[src/rtl/irq_pending_dispatcher.sv]
// Purpose: latches 8 interrupt request lines into a pending register and applies the mask. It sends the masked
//          vector to an external 8-to-3 priority encoder. The winning ID comes back and is offered on a valid/ready handshake.
// Latency: irq_in rise sampled at edge k -> pend_vec after k -> irq_valid after k+1; one idle cycle between offers.
// Backpressure: an offer is held (ID frozen, no retraction) until irq_ready; requests keep accumulating in pending.
//
// Ports:
//   clk, rst                 rising-edge clock, asynchronous active-high reset
//   irq_in[7:0]              raw requests (synchronous to clk)
//   irq_mask[7:0]            1 = request line enabled
//   pend_vec[7:0]            pending & mask, combinational, drives encoder data_in
//   enc_id[2:0], enc_valid   encoder result
//   irq_valid, irq_id[2:0]   registered offer
//   irq_ready                consumer accepts the offer
//   pending_out[7:0]         raw pending register
//   overflow, ovf_clear      sticky "request hit an already-pending bit" flag and its clear
module irq_pending_dispatcher #(
  parameter bit EDGE_MODE = 1'b1
) (
  input  logic       clk,
  input  logic       rst,
  input  logic [7:0] irq_in,
  input  logic [7:0] irq_mask,
  output logic [7:0] pend_vec,
  input  logic [2:0] enc_id,
  input  logic       enc_valid,
  output logic       irq_valid,
  output logic [2:0] irq_id,
  input  logic       irq_ready,
  output logic [7:0] pending_out,
  output logic       overflow,
  input  logic       ovf_clear
);

  typedef enum logic {
    IDLE  = 1'b0,
    OFFER = 1'b1
  } state_t;

  state_t     state_q, state_d;
  logic [7:0] pending_q, pending_d;
  logic [7:0] irq_prev_q, irq_prev_d;
  logic       irq_valid_q, irq_valid_d;
  logic [2:0] irq_id_q, irq_id_d;
  logic       overflow_q, overflow_d;

  logic [7:0] set_vec;
  logic [7:0] clr_vec;

  // Pending register, edge detect and overflow tracking.
  always_comb begin
    irq_prev_d = irq_in;
    if (EDGE_MODE) begin
      set_vec = irq_in & ~irq_prev_q;
    end else begin
      set_vec = irq_in;
    end

    clr_vec = 8'd0;
    if (irq_valid_q && irq_ready) begin
      clr_vec = 8'd1 << irq_id_q;
    end

    // A new request on the bit being acked in the same cycle keeps it pending.
    pending_d = set_vec | (pending_q & ~clr_vec);

    // Only a request landing on a bit that stays pending is lost; a new
    // overflow beats a simultaneous clear so no event goes unreported.
    overflow_d = overflow_q;
    if (ovf_clear) begin
      overflow_d = 1'b0;
    end
    if (EDGE_MODE && (|(set_vec & pending_q & ~clr_vec))) begin
      overflow_d = 1'b1;
    end
  end

  // Offer FSM: the ID is captured once and held until accepted.
  always_comb begin
    state_d     = state_q;
    irq_valid_d = irq_valid_q;
    irq_id_d    = irq_id_q;
    unique case (state_q)
      IDLE: begin
        irq_valid_d = 1'b0;
        if (enc_valid) begin
          irq_id_d    = enc_id;
          irq_valid_d = 1'b1;
          state_d     = OFFER;
        end
      end
      OFFER: begin
        irq_valid_d = 1'b1;
        if (irq_ready) begin
          irq_valid_d = 1'b0;
          state_d     = IDLE;
        end
      end
      default: begin
        irq_valid_d = 1'b0;
        state_d     = IDLE;
      end
    endcase
  end

  always_ff @(posedge clk or posedge rst) begin
    if (rst) begin
      state_q     <= IDLE;
      pending_q   <= 8'd0;
      irq_prev_q  <= 8'd0;
      irq_valid_q <= 1'b0;
      irq_id_q    <= 3'd0;
      overflow_q  <= 1'b0;
    end else begin
      state_q     <= state_d;
      pending_q   <= pending_d;
      irq_prev_q  <= irq_prev_d;
      irq_valid_q <= irq_valid_d;
      irq_id_q    <= irq_id_d;
      overflow_q  <= overflow_d;
    end
  end

  assign pend_vec    = pending_q & irq_mask;
  assign pending_out = pending_q;
  assign irq_valid   = irq_valid_q;
  assign irq_id      = irq_id_q;
  assign overflow    = overflow_q;

endmodule

[config.mk]
export PLATFORM = sky130hd
export DESIGN_NAME = irq_pending_dispatcher
export DESIGN_NICKNAME = d
export VERILOG_FILES = /design/src/rtl/irq_pending_dispatcher.sv
export SDC_FILE = /design/constraint.sdc
export NUM_CORES = 1
export LEC_CHECK = 0
export ABC_CLOCK_PERIOD_IN_PS = 4370
export CAP_MARGIN = 20
export CORE_MARGIN = 2
export CORE_UTILIZATION = 41
export CTS_CLUSTER_SIZE = 8
export DETAILED_ROUTE_END_ITERATION = 10
export PLACE_DENSITY = 0.88
export SYNTH_ARGS = -nofsm -noshare
export SYNTH_HDL_FRONTEND = slang
export SYNTH_SLANG_ARGS = --single-unit
[constraint.sdc]
create_clock -name clk -period 4.37 [get_ports clk]
set_clock_uncertainty 0.05 [all_clocks]
set_input_delay 0.874 -clock clk [delete_from_list [all_inputs] [get_ports clk]]
set_output_delay 0.874 -clock clk [all_outputs]
set_load 0.01 [all_outputs]
* Word level (Yosys, flattened, before mapping) *
Cells that the tools add are included.

cells by class
  shift operators = 1
  muxes and demuxes = 6
  bitwise gates (word level) = 9
  reduce and logical (&&, ||, !) cells = 4

operator list
  kind                 count
  $and 8x8->8          5
  $not 8->8            2
  $mux 8               1
  $or 8x8->8           1
  $reduce_or 8->1      1
  $shl 1x3->8 const A  1
  $mux 1               4
  $pmux 1 s2           1
  $reduce_and 2->1     1
  $reduce_bool 2->1    1
  $logic_and 1x1->1    1
  $not 1->1            1

word-level totals
  register bits after elaboration = 21
  bits of input ports = 24

* Depth between registers and ports, before layout *
Gate-level depths: netlist of the first run.

  word-level depth = 6
  gate-level depth with buffers = 4
  gate-level depth less buffers = 4

* Worst setup path after synthesis of the first run *
OpenSTA, ideal clock, no wires.

  path type = input port to flip-flop
  start point = input port irq_ready
  end point = register overflow_q (netlist: overflow)
  library setup time = 139 ps
  arrival time = 1,997 ps
  data required time = 4,181 ps
  path slack = 2,185 ps
  stages on the path = 4
  buffers on the path = 0
  cell sequence = and3b_2 > a21oi_2 > or4_1 > or4_1

between the ends
  longest elaborated chain between the ends = 6
  elaborated cells on any way between the ends = 7

ends and longest elaborated chain
  element                                      RTL line  RTL
  start: declaration                           28        input logic irq_ready,
  $logic_and 1x1->1 *                          59        if (irq_valid_q && irq_ready) begin
  $mux 8 *                                     59
  $not 8->8 *                                  72        if (EDGE_MODE && (|(set_vec & pending_q & ~clr_vec))) begin
  $and 8x8->8 *                                72
  $reduce_or 8->1 *                            72
  $mux 1 or $reduce_bool 2->1 (tied branches)  -
  end signal: assignment                       119       overflow_q <= overflow_d;
  end: declaration                             44        logic overflow_q, overflow_d;

Every way passes the cells marked *; elsewhere a longest branch is shown, timed or not.
A chain may end at the register's enable or synchronous reset.

* Final worst setup path of the first run *
  start point = input port irq_mask[1]
  end point = output port pend_vec[1]

between the ends
  longest elaborated chain between the ends = 1

ends and longest elaborated chain
  element             RTL line  RTL
  start: declaration  22        input logic [7:0] irq_mask,
  $and 8x8->8         123       assign pend_vec = pending_q & irq_mask;
  end: declaration    23        output logic [7:0] pend_vec,

No other way between the ends.

==> results of run 1 <==
[flip-flops by register name (all words and copies together) (netlist names)]
signal,cells
irq_prev_q,8
pending_out,8
irq_valid,1
irq_id,3
overflow,1
[final timing paths]
path / to / slack [ns] / start
max in group asynchronous: pending_out[6]$_DFF_PP0_ / 2.85 / rst
worst max-delay path: pend_vec[1] / 1.47 / irq_mask[1]
min in group asynchronous: irq_prev_q[2]$_DFF_PP0_ / 0.94 / rst
worst max register to register: overflow$_DFFE_PP0P_ / 2.41 / irq_id[1]$_DFFE_PP0P_
worst min register to register: pending_out[0]$_DFF_PP0_ / 0.42 / irq_prev_q[0]$_DFF_PP0_
worst min-delay path: pending_out[0]$_DFF_PP0_ / 0.42 / irq_prev_q[0]$_DFF_PP0_
[power breakdown]
group | total [mW] | leakage [nW] | internal, mW | switching [mW]
Clock | 0.0944 | 0.0177 | 0.0342 | 0.0602
Sequential | 0.239 | 0.225 | 0.216 | 0.0231
Combinational | 0.146 | 0.345 | 0.0902 | 0.0557
Total | 0.479 | 0.588 | 0.341 | 0.139
[cells by family (layout without fill, tap and decap cells)]
| kind of cell | count (synthesis) | count (layout) | synth area share, % |
|---|---|---|---|
| buffers and inverters | 7 | 55 | 2.94 |
| and+or+nand+nor | 38 | 38 | 25.6 |
| muxes | 2 | 2 | 2.52 |
| DFF | 21 | 21 | 58.8 |
| AOI/OAI and AO/OA | 15 | 15 | 10.1 |
[stage by stage]
step	cell area (µm²)	setup WS (ns)	utilization [%]	hold slack [ns]	total power, mW
CTS	1400	1.45	69.7	0.423	0.484
detailed placement	1370	1.46	68.3	0.403	0.390
finish	1400	1.47	69.7	0.418	0.479
global placement	1370	1.49	68.3	0.385	0.385
global route	1400	1.42	69.7	0.432	0.503
floorplan	893	2.18	-	0.376	0.300
[cells in the mapped netlist (all sizes together)]
cell,number
dfrtp,21
nand2,11
and2,8
o21ai,8
inv,7
nand2b,5
and2b,3
nand3b,3
a21oi,2
mux2,2
o22ai,2
or4,2
a21o,1
a31o,1
a31oi,1
and3b,1
nand3,1
nand4,1
nand4b,1
nor2,1
nor3b,1
[layer usage]
metal | GRT usage (%) | share of wire, % | vias to the layer above
met1 | 19.3 | 40 | 376
li1 | - | - | 379
met2 | 32.2 | 52 | 29
met3 | 2.38 | 6.0 | 5
met5 | 0 | 0 | -
met4 | 6.76 | 1.5 | 0
[area by class of cell]
| class | count | area, µm² |
|---|---|---|
| tap | 27 | 33.8 |
| fill | 164 | 607 |
| timing repair buffer | 44 | 440 |
| multi-input combinational | 55 | 342 |
| inverter | 7 | 26.3 |
| clock buffer | 3 | 22.5 |
| sequential | 21 | 526 |
| clock inverter | 1 | 5.00 |
==> report_table.html, run 1 <==
<table>
<tr><th>Metric</th><th>Value</th></tr>
<tr><th colspan="2">Layout</th></tr>
<tr><td>Fin nets</td><td>156</td></tr>
<tr><td>Commonest non-fill, non-tap cell in the layout</td><td>clkdlybuf4s50_1</td></tr>
<tr><td>Layout cells sized above 1</td><td>under 10%</td></tr>
<tr><td>Area grow syn2layout</td><td>56.2%</td></tr>
<tr><td>Most frequent cells in the layout</td><td>44 x clkdlybuf4s50_1, 21 x dfrtp_1, 11 x nand2_1</td></tr>
<tr><td>Filler-free cell count of the finished design</td><td>158</td></tr>
<tr><td>Antenna cell count</td><td>0</td></tr>
<tr><th colspan="2">Hold path</th></tr>
<tr><td>Hold depth</td><td>1</td></tr>
<tr><td>Path class of the lowest-slack min-delay path</td><td>reg -&gt; reg</td></tr>
<tr><th colspan="2">Die</th></tr>
<tr><td>Die outline area</td><td>2570 µm²</td></tr>
<tr><td>Die width</td><td>50.7 µm</td></tr>
<tr><td>Die Y-Extent</td><td>50.7 µm</td></tr>
<tr><td>Cell Rows</td><td>16</td></tr>
<tr><td>Count of pins on the block boundary</td><td>45</td></tr>
<tr><td>Total core area</td><td>2000 µm²</td></tr>
<tr><td>Initial Util</td><td>44.6%</td></tr>
<tr><th colspan="2">Clocking</th></tr>
<tr><td>Clk Latency, worst-skew pair</td><td>0.31 ns</td></tr>
<tr><td>Sinks on Clock Net</td><td>21</td></tr>
<tr><td>Post_cts resized</td><td>0</td></tr>
<tr><td>Clk slew on worst S/H paths</td><td>0.12 ns</td></tr>
<tr><td>Inserted Clock Buffers</td><td>3</td></tr>
<tr><td>TritonCTS clock tree</td><td>yes</td></tr>
<tr><td>Root Driver</td><td>clkbuf_4</td></tr>
<tr><td>CTS hold repair buffers</td><td>0</td></tr>
<tr><td>Number of buffers on the longest clock path</td><td>2</td></tr>
<tr><td>Post-CTS Setup Inserts</td><td>0</td></tr>
<tr><td>Maximum level of the CTS H-tree</td><td>1</td></tr>
<tr><th colspan="2">Drt</th></tr>
<tr><td>Detailed Route Iter0 Violations</td><td>8</td></tr>
<tr><td>Avg WL per Cell</td><td>12.6 µm</td></tr>
<tr><td>First-pass iteration count of the detailed router</td><td>5</td></tr>
<tr><td>Final routed wirelength across all metal layers</td><td>roughly 2000 µm</td></tr>
<tr><td>Via count of the routed design</td><td>789</td></tr>
<tr><td>Post-DRT Antenna Nets</td><td>0</td></tr>
<tr><td>Final routed DRC violation total</td><td>0</td></tr>
<tr><td>Post-detailed-route via-to-cell ratio</td><td>4.99</td></tr>
<tr><th colspan="2">Logic synthesis</th></tr>
<tr><td>Yosys Warn Count</td><td>0</td></tr>
<tr><td>Number of instances in the synthesized netlist</td><td>83</td></tr>
<tr><td>Main area contributors after synthesis</td><td>dfrtp_1 59%, and2_1 5.6%, nand2_1 4.6%, o21ai_0 4.5%, nand2b_1 3.5%</td></tr>
<tr><td>Portion of the post-synthesis area used by sequential elements</td><td>58.8%</td></tr>
<tr><td>Post-synth top area share</td><td>58.8%</td></tr>
<tr><td>Post-synthesis area per instance</td><td>10.8 µm²</td></tr>
<tr><td>Net count of the mapped netlist</td><td>107</td></tr>
<tr><td>Cell type with the largest total area after synthesis</td><td>dfrtp_1</td></tr>
<tr><td>Netlist Area Pre-Place</td><td>893 µm²</td></tr>
<tr><td>Flops &amp; latches, synth</td><td>21</td></tr>
<tr><td>Cell variety after synth</td><td>23</td></tr>
<tr><th colspan="2">Place</th></tr>
<tr><td>Final HPWL from detailed placement</td><td>1570 µm</td></tr>
<tr><td>Cell Count Post-Placement</td><td>154</td></tr>
<tr><td>Quantity of I/O buffers inserted on ports</td><td>44</td></tr>
<tr><td>Gpl congestion</td><td>approximately 0.73</td></tr>
<tr><th colspan="2">Worst setup path</th></tr>
<tr><td>Family with the most delay on the worst path</td><td>buffers and inverters</td></tr>
<tr><td>CP Cell Sequence</td><td>clkdlybuf4s50_1 &gt; and2_1 &gt; clkdlybuf4s50_1</td></tr>
<tr><td>Most frequent CP cell</td><td>clkdlybuf4s50_1</td></tr>
<tr><td>Logic depth of the worst setup path including buffers</td><td>3</td></tr>
<tr><td>Depth of the most critical reg-to-reg path</td><td>4</td></tr>
<tr><td>Worst endpoint data arrival time</td><td>1.98 ns</td></tr>
<tr><td>Buffering stage count on the worst path with inverters included</td><td>2</td></tr>
<tr><td>Slowest Stage Delay on Critical Path</td><td>0.54 ns</td></tr>
<tr><td>Startpoint class of the critical path</td><td>primary input</td></tr>
<tr><td>Required time of the worst setup path</td><td>3.45 ns</td></tr>
<tr><td>Crit path kind</td><td>in -&gt; out</td></tr>
<tr><td>Slowest cell on the critical path</td><td>clkdlybuf4s50_1</td></tr>
<tr><td>Max Fanout on Critical Path</td><td>1</td></tr>
<tr><td>Kind of end point of the critical path</td><td>primary output</td></tr>
<tr><th colspan="2">Timing</th></tr>
<tr><td>Number of pins exceeding their max-slew limit in the final report</td><td>0</td></tr>
<tr><td>Final period demand of the worst path</td><td>2.90 ns</td></tr>
<tr><td>Tcrit/Tclk final</td><td>between 60% and 70%</td></tr>
<tr><td>Slew Limit Headroom</td><td>48.2%</td></tr>
<tr><td>Fmax</td><td>about 340 MHz</td></tr>
<tr><td>Unrepaired setup endpoints after global routing</td><td>false</td></tr>
<tr><td>Hold Vio Cnt, Final</td><td>0</td></tr>
<tr><td>Worst slew pin tran</td><td>0.776 ns</td></tr>
<tr><td>Final number of setup-violating endpoints</td><td>0</td></tr>
<tr><td>Post-Route Setup TNS</td><td>0 ns</td></tr>
<tr><th colspan="2">Run status</th></tr>
<tr><td>Run status</td><td>completed</td></tr>
<tr><th colspan="2">Power</th></tr>
<tr><td>VDD IR max</td><td>260 µV</td></tr>
<tr><td>Static power due to leakage</td><td>0.588 nW</td></tr>
<tr><td>Pwr per Cell Area</td><td>~340 nW/µm²</td></tr>
<tr><th colspan="2">GRT</th></tr>
<tr><td>Pin count of the biggest net entering global routing</td><td>22</td></tr>
<tr><td>Global-route wire length before repair</td><td>3360 µm</td></tr>
<tr><td>Vias in the first global route</td><td>799</td></tr>
<tr><td>Global routing usage summed across all routing layers</td><td>17.2%</td></tr>
<tr><td>Number of antenna violations at the first check in global routing</td><td>0</td></tr>
<tr><td>Sum of overflow across all layers after global routing</td><td>0</td></tr>
<tr><th colspan="2">Job</th></tr>
<tr><td>Count of max-cap constraint violations</td><td>0</td></tr>
</table>
(Power assumes the default switching activity.)
==> run 2: changes to the inputs <==
Settings changed: ABC_CLOCK_PERIOD_IN_PS 4370 to 3000, CORE_UTILIZATION 41 to 39, PLACE_DENSITY 0.88 to 0.84.
Clock period 4.37 ns to 3 ns, I/O delays scaled along.
==> run 2 against run 1 <==
Non-clock buffer count stayed put. Power is 46% higher. Critical path depth stayed put. Final area hardly changed. Global-route usage is 1.8 points higher. Combinational power is 48% higher. Worst setup slack worse by 0.85 ns. Critical path type unchanged.
==> report_table.html, run 2 (same netlist as run 1, synthesis figures left out) <==
<table>
<tr><th>Metric</th><th>Value</th></tr>
<tr><th colspan="2">Timing</th></tr>
<tr><td>Hold Slack</td><td>0.422 ns (+0.00441 ns)</td></tr>
<tr><td>Slew Limit Headroom</td><td>48.1% (-0.14 points)</td></tr>
<tr><td>Final number of setup-violating endpoints</td><td>0 (unchanged)</td></tr>
<tr><td>Worst slew pin tran</td><td>0.778 ns (+0.00203 ns)</td></tr>
<tr><td>Unrepaired setup endpoints after global routing</td><td>false</td></tr>
<tr><td>Number of pins exceeding their max-slew limit in the final report</td><td>0 (unchanged)</td></tr>
<tr><td>Fmax</td><td>420 MHz</td></tr>
<tr><td>Post-Route Setup TNS</td><td>0 ns (unchanged)</td></tr>
<tr><td>Tcrit/Tclk final</td><td>79.4%</td></tr>
<tr><td>Final period demand of the worst path</td><td>2.38 ns</td></tr>
<tr><td>Hold Vio Cnt, Final</td><td>0 (unchanged)</td></tr>
<tr><th colspan="2">Clocking</th></tr>
<tr><td>Inserted Clock Buffers</td><td>3 (unchanged)</td></tr>
<tr><td>Clk slew on worst S/H paths</td><td>0.12 ns (about the same)</td></tr>
<tr><td>Post-CTS Setup Inserts</td><td>0 (unchanged)</td></tr>
<tr><td>Post_cts resized</td><td>0 (unchanged)</td></tr>
<tr><td>TritonCTS clock tree</td><td>yes</td></tr>
<tr><td>Maximum level of the CTS H-tree</td><td>1 (unchanged)</td></tr>
<tr><td>Root Driver</td><td>clkbuf_4</td></tr>
<tr><td>Number of buffers on the longest clock path</td><td>2 (unchanged)</td></tr>
<tr><td>Sinks on Clock Net</td><td>21 (unchanged)</td></tr>
<tr><td>Clk Latency, worst-skew pair</td><td>0.30 ns (about the same)</td></tr>
<tr><td>CTS hold repair buffers</td><td>0 (unchanged)</td></tr>
<tr><th colspan="2">Power</th></tr>
<tr><td>Internal power of the cells</td><td>0.496 mW (+46%)</td></tr>
<tr><td>Total net switching power</td><td>0.206 mW (+48%)</td></tr>
<tr><td>VDD IR max</td><td>256 µV (-1.6%)</td></tr>
<tr><td>Pwr per Cell Area</td><td>503 nW/µm² (+46%)</td></tr>
<tr><td>Proportion of power drawn by flip-flops and latches</td><td>49.8% (about the same)</td></tr>
<tr><td>Switch share</td><td>29.3% (+0.35 points)</td></tr>
<tr><td>Part of the total power dissipated in combinational logic</td><td>30.8% (+0.4 points)</td></tr>
<tr><td>Static power due to leakage</td><td>0.588 nW (unchanged)</td></tr>
<tr><td>Clock network fraction of total power</td><td>19.5% (-0.2 points)</td></tr>
<tr><th colspan="2">Die</th></tr>
<tr><td>Die width</td><td>51.9 µm (+2.3%)</td></tr>
<tr><td>Cell Rows</td><td>17 (+1)</td></tr>
<tr><td>Die Y-Extent</td><td>51.9 µm (+2.3%)</td></tr>
<tr><td>Die outline area</td><td>2690 µm² (+4.7%)</td></tr>
<tr><td>Total core area</td><td>2190 µm² (+9.4%)</td></tr>
<tr><td>Count of pins on the block boundary</td><td>45 (unchanged)</td></tr>
<tr><td>Initial Util</td><td>40.8% (-3.8 points)</td></tr>
<tr><th colspan="2">GRT</th></tr>
<tr><td>Global-route wire length before repair</td><td>3730 µm (+11%)</td></tr>
<tr><td>Sum of overflow across all layers after global routing</td><td>0 (unchanged)</td></tr>
<tr><td>Number of antenna violations at the first check in global routing</td><td>0 (unchanged)</td></tr>
<tr><td>Vias in the first global route</td><td>826 (+3.4%)</td></tr>
<tr><td>Global routing usage summed across all routing layers</td><td>19.0% (+1.8 points)</td></tr>
<tr><td>Pin count of the biggest net entering global routing</td><td>22 (unchanged)</td></tr>
<tr><th colspan="2">Worst setup path</th></tr>
<tr><td>Kind of end point of the critical path</td><td>primary output</td></tr>
<tr><td>Max Fanout on Critical Path</td><td>1 (unchanged)</td></tr>
<tr><td>Crit path kind</td><td>in -&gt; out</td></tr>
<tr><td>Worst endpoint data arrival time</td><td>1.73 ns (-0.25 ns)</td></tr>
<tr><td>Startpoint class of the critical path</td><td>primary input</td></tr>
<tr><td>Depth of the most critical reg-to-reg path</td><td>4 (unchanged)</td></tr>
<tr><td>Required time of the worst setup path</td><td>2.35 ns (-1.10 ns)</td></tr>
<tr><th colspan="2">Drt</th></tr>
<tr><td>Post-DRT Antenna Nets</td><td>0 (unchanged)</td></tr>
<tr><td>Via count of the routed design</td><td>807 (+2.3%)</td></tr>
<tr><td>Detailed Route Iter0 Violations</td><td>8 (unchanged)</td></tr>
<tr><td>Post-detailed-route via-to-cell ratio</td><td>5.08 (+1.6%)</td></tr>
<tr><td>Final routed wirelength across all metal layers</td><td>2230 µm (+12%)</td></tr>
<tr><td>Avg WL per Cell</td><td>14.1 µm (+11%)</td></tr>
<tr><td>Final routed DRC violation total</td><td>0 (unchanged)</td></tr>
<tr><td>First-pass iteration count of the detailed router</td><td>4 (-1)</td></tr>
<tr><th colspan="2">Layout</th></tr>
<tr><td>Fillers</td><td>178 (+8.5%)</td></tr>
<tr><td>Most frequent cells in the layout</td><td>44 x clkdlybuf4s50_1, 21 x dfrtp_1, 11 x nand2_1</td></tr>
<tr><td>Antenna cell count</td><td>0 (unchanged)</td></tr>
<tr><td>Area grow syn2layout</td><td>56.3% (about the same)</td></tr>
<tr><td>Area taken by multi-input logic gates</td><td>342 µm² (unchanged)</td></tr>
<tr><td>Commonest non-fill, non-tap cell in the layout</td><td>clkdlybuf4s50_1</td></tr>
<tr><td>Sequential cell area in the final layout</td><td>526 µm² (unchanged)</td></tr>
<tr><td>Layout cells sized above 1</td><td>9.92% (unchanged)</td></tr>
<tr><td>Fin nets</td><td>156 (unchanged)</td></tr>
<tr><td>Summed area of non-filler cells in the final layout</td><td>1400 µm² (about the same)</td></tr>
<tr><th colspan="2">Place</th></tr>
<tr><td>Area after DPL</td><td>1370 µm² (about the same)</td></tr>
<tr><td>Final HPWL from detailed placement</td><td>1770 µm (+12%)</td></tr>
<tr><td>Quantity of I/O buffers inserted on ports</td><td>44 (unchanged)</td></tr>
<tr><td>Gpl congestion</td><td>0.877 (+20%)</td></tr>
<tr><th colspan="2">Hold path</th></tr>
<tr><td>Path class of the lowest-slack min-delay path</td><td>reg -&gt; reg</td></tr>
<tr><td>Hold depth</td><td>1 (unchanged)</td></tr>
<tr><th colspan="2">Run status</th></tr>
<tr><td>Run status</td><td>completed</td></tr>
<tr><th colspan="2">Job</th></tr>
<tr><td>Count of max-cap constraint violations</td><td>0 (unchanged)</td></tr>
</table>
run 2: power groups by stage:
stage / registers (mW) / logic [mW] / clock network [mW]
after CTS: 0.348 / 0.218 / 0.141
after global placement: 0.352 / 0.209 / 0
after global routing: 0.356 / 0.234 / 0.148
after floorplan: 0.359 / 0.0779 / 0
after detailed placement: 0.354 / 0.217 / 0
final: 0.349 / 0.216 / 0.137
run 2: path summary, 6_finish.rpt:
path	startpoint	to	slack, ns
max	irq_mask[6]	pend_vec[6]	0.62
min	irq_prev_q[3]$_DFF_PP0_	pending_out[3]$_DFF_PP0_	0.42
max reg2reg	irq_id[1]$_DFFE_PP0P_	overflow$_DFFE_PP0P_	1.05
min reg2reg	irq_prev_q[3]$_DFF_PP0_	pending_out[3]$_DFF_PP0_	0.42
max in group asynchronous	rst	irq_id[0]$_DFFE_PP0P_	1.74
min in group asynchronous	rst	pending_out[6]$_DFF_PP0_	0.68
run 2: cell type report:
| cell class | count | share of cell area [%] |
|---|---|---|
| flip-flops and latches | 21 | 37.6 |
| repair buffers | 44 | 31.5 |
| multi-input cells | 55 | 24.5 |
| well taps | 28 | 2.51 |
| inverters | 7 | 1.88 |
| clock buffers | 3 | 1.61 |
| clock inverters | 1 | 0.358 |
run 2: critical path: stages:
cell	delay (ns)
clkdlybuf4s50_1	0.45
and2_1	0.14
clkdlybuf4s50_1	0.54
run 2: layer usage:
metal / GRT usage [%] / share of wire, % / routed length [µm] / vias to the layer above
met5: 0 / 0 / 0 / -
met3: 2.30 / 8.1 / 180 / 6
li1: - / - / - / 378
met1: 21.8 / 39 / 874 / 377
met2: 32.9 / 50 / 1130 / 46
met4: 12.3 / 2.3 / 51 / 0
run 2: stage by stage:
step / util, % / worst slack, ns / power, mW / cells
detailed placement: 62.5 / 0.395 / 0.571 / 155
floorplan: - / 1.09 / 0.437 / 83
finish: 63.7 / 0.619 / 0.702 / 159
global route: 63.7 / 0.594 / 0.738 / 159
CTS: 63.7 / 0.612 / 0.708 / 159
global placement: 62.5 / 0.507 / 0.561 / 155
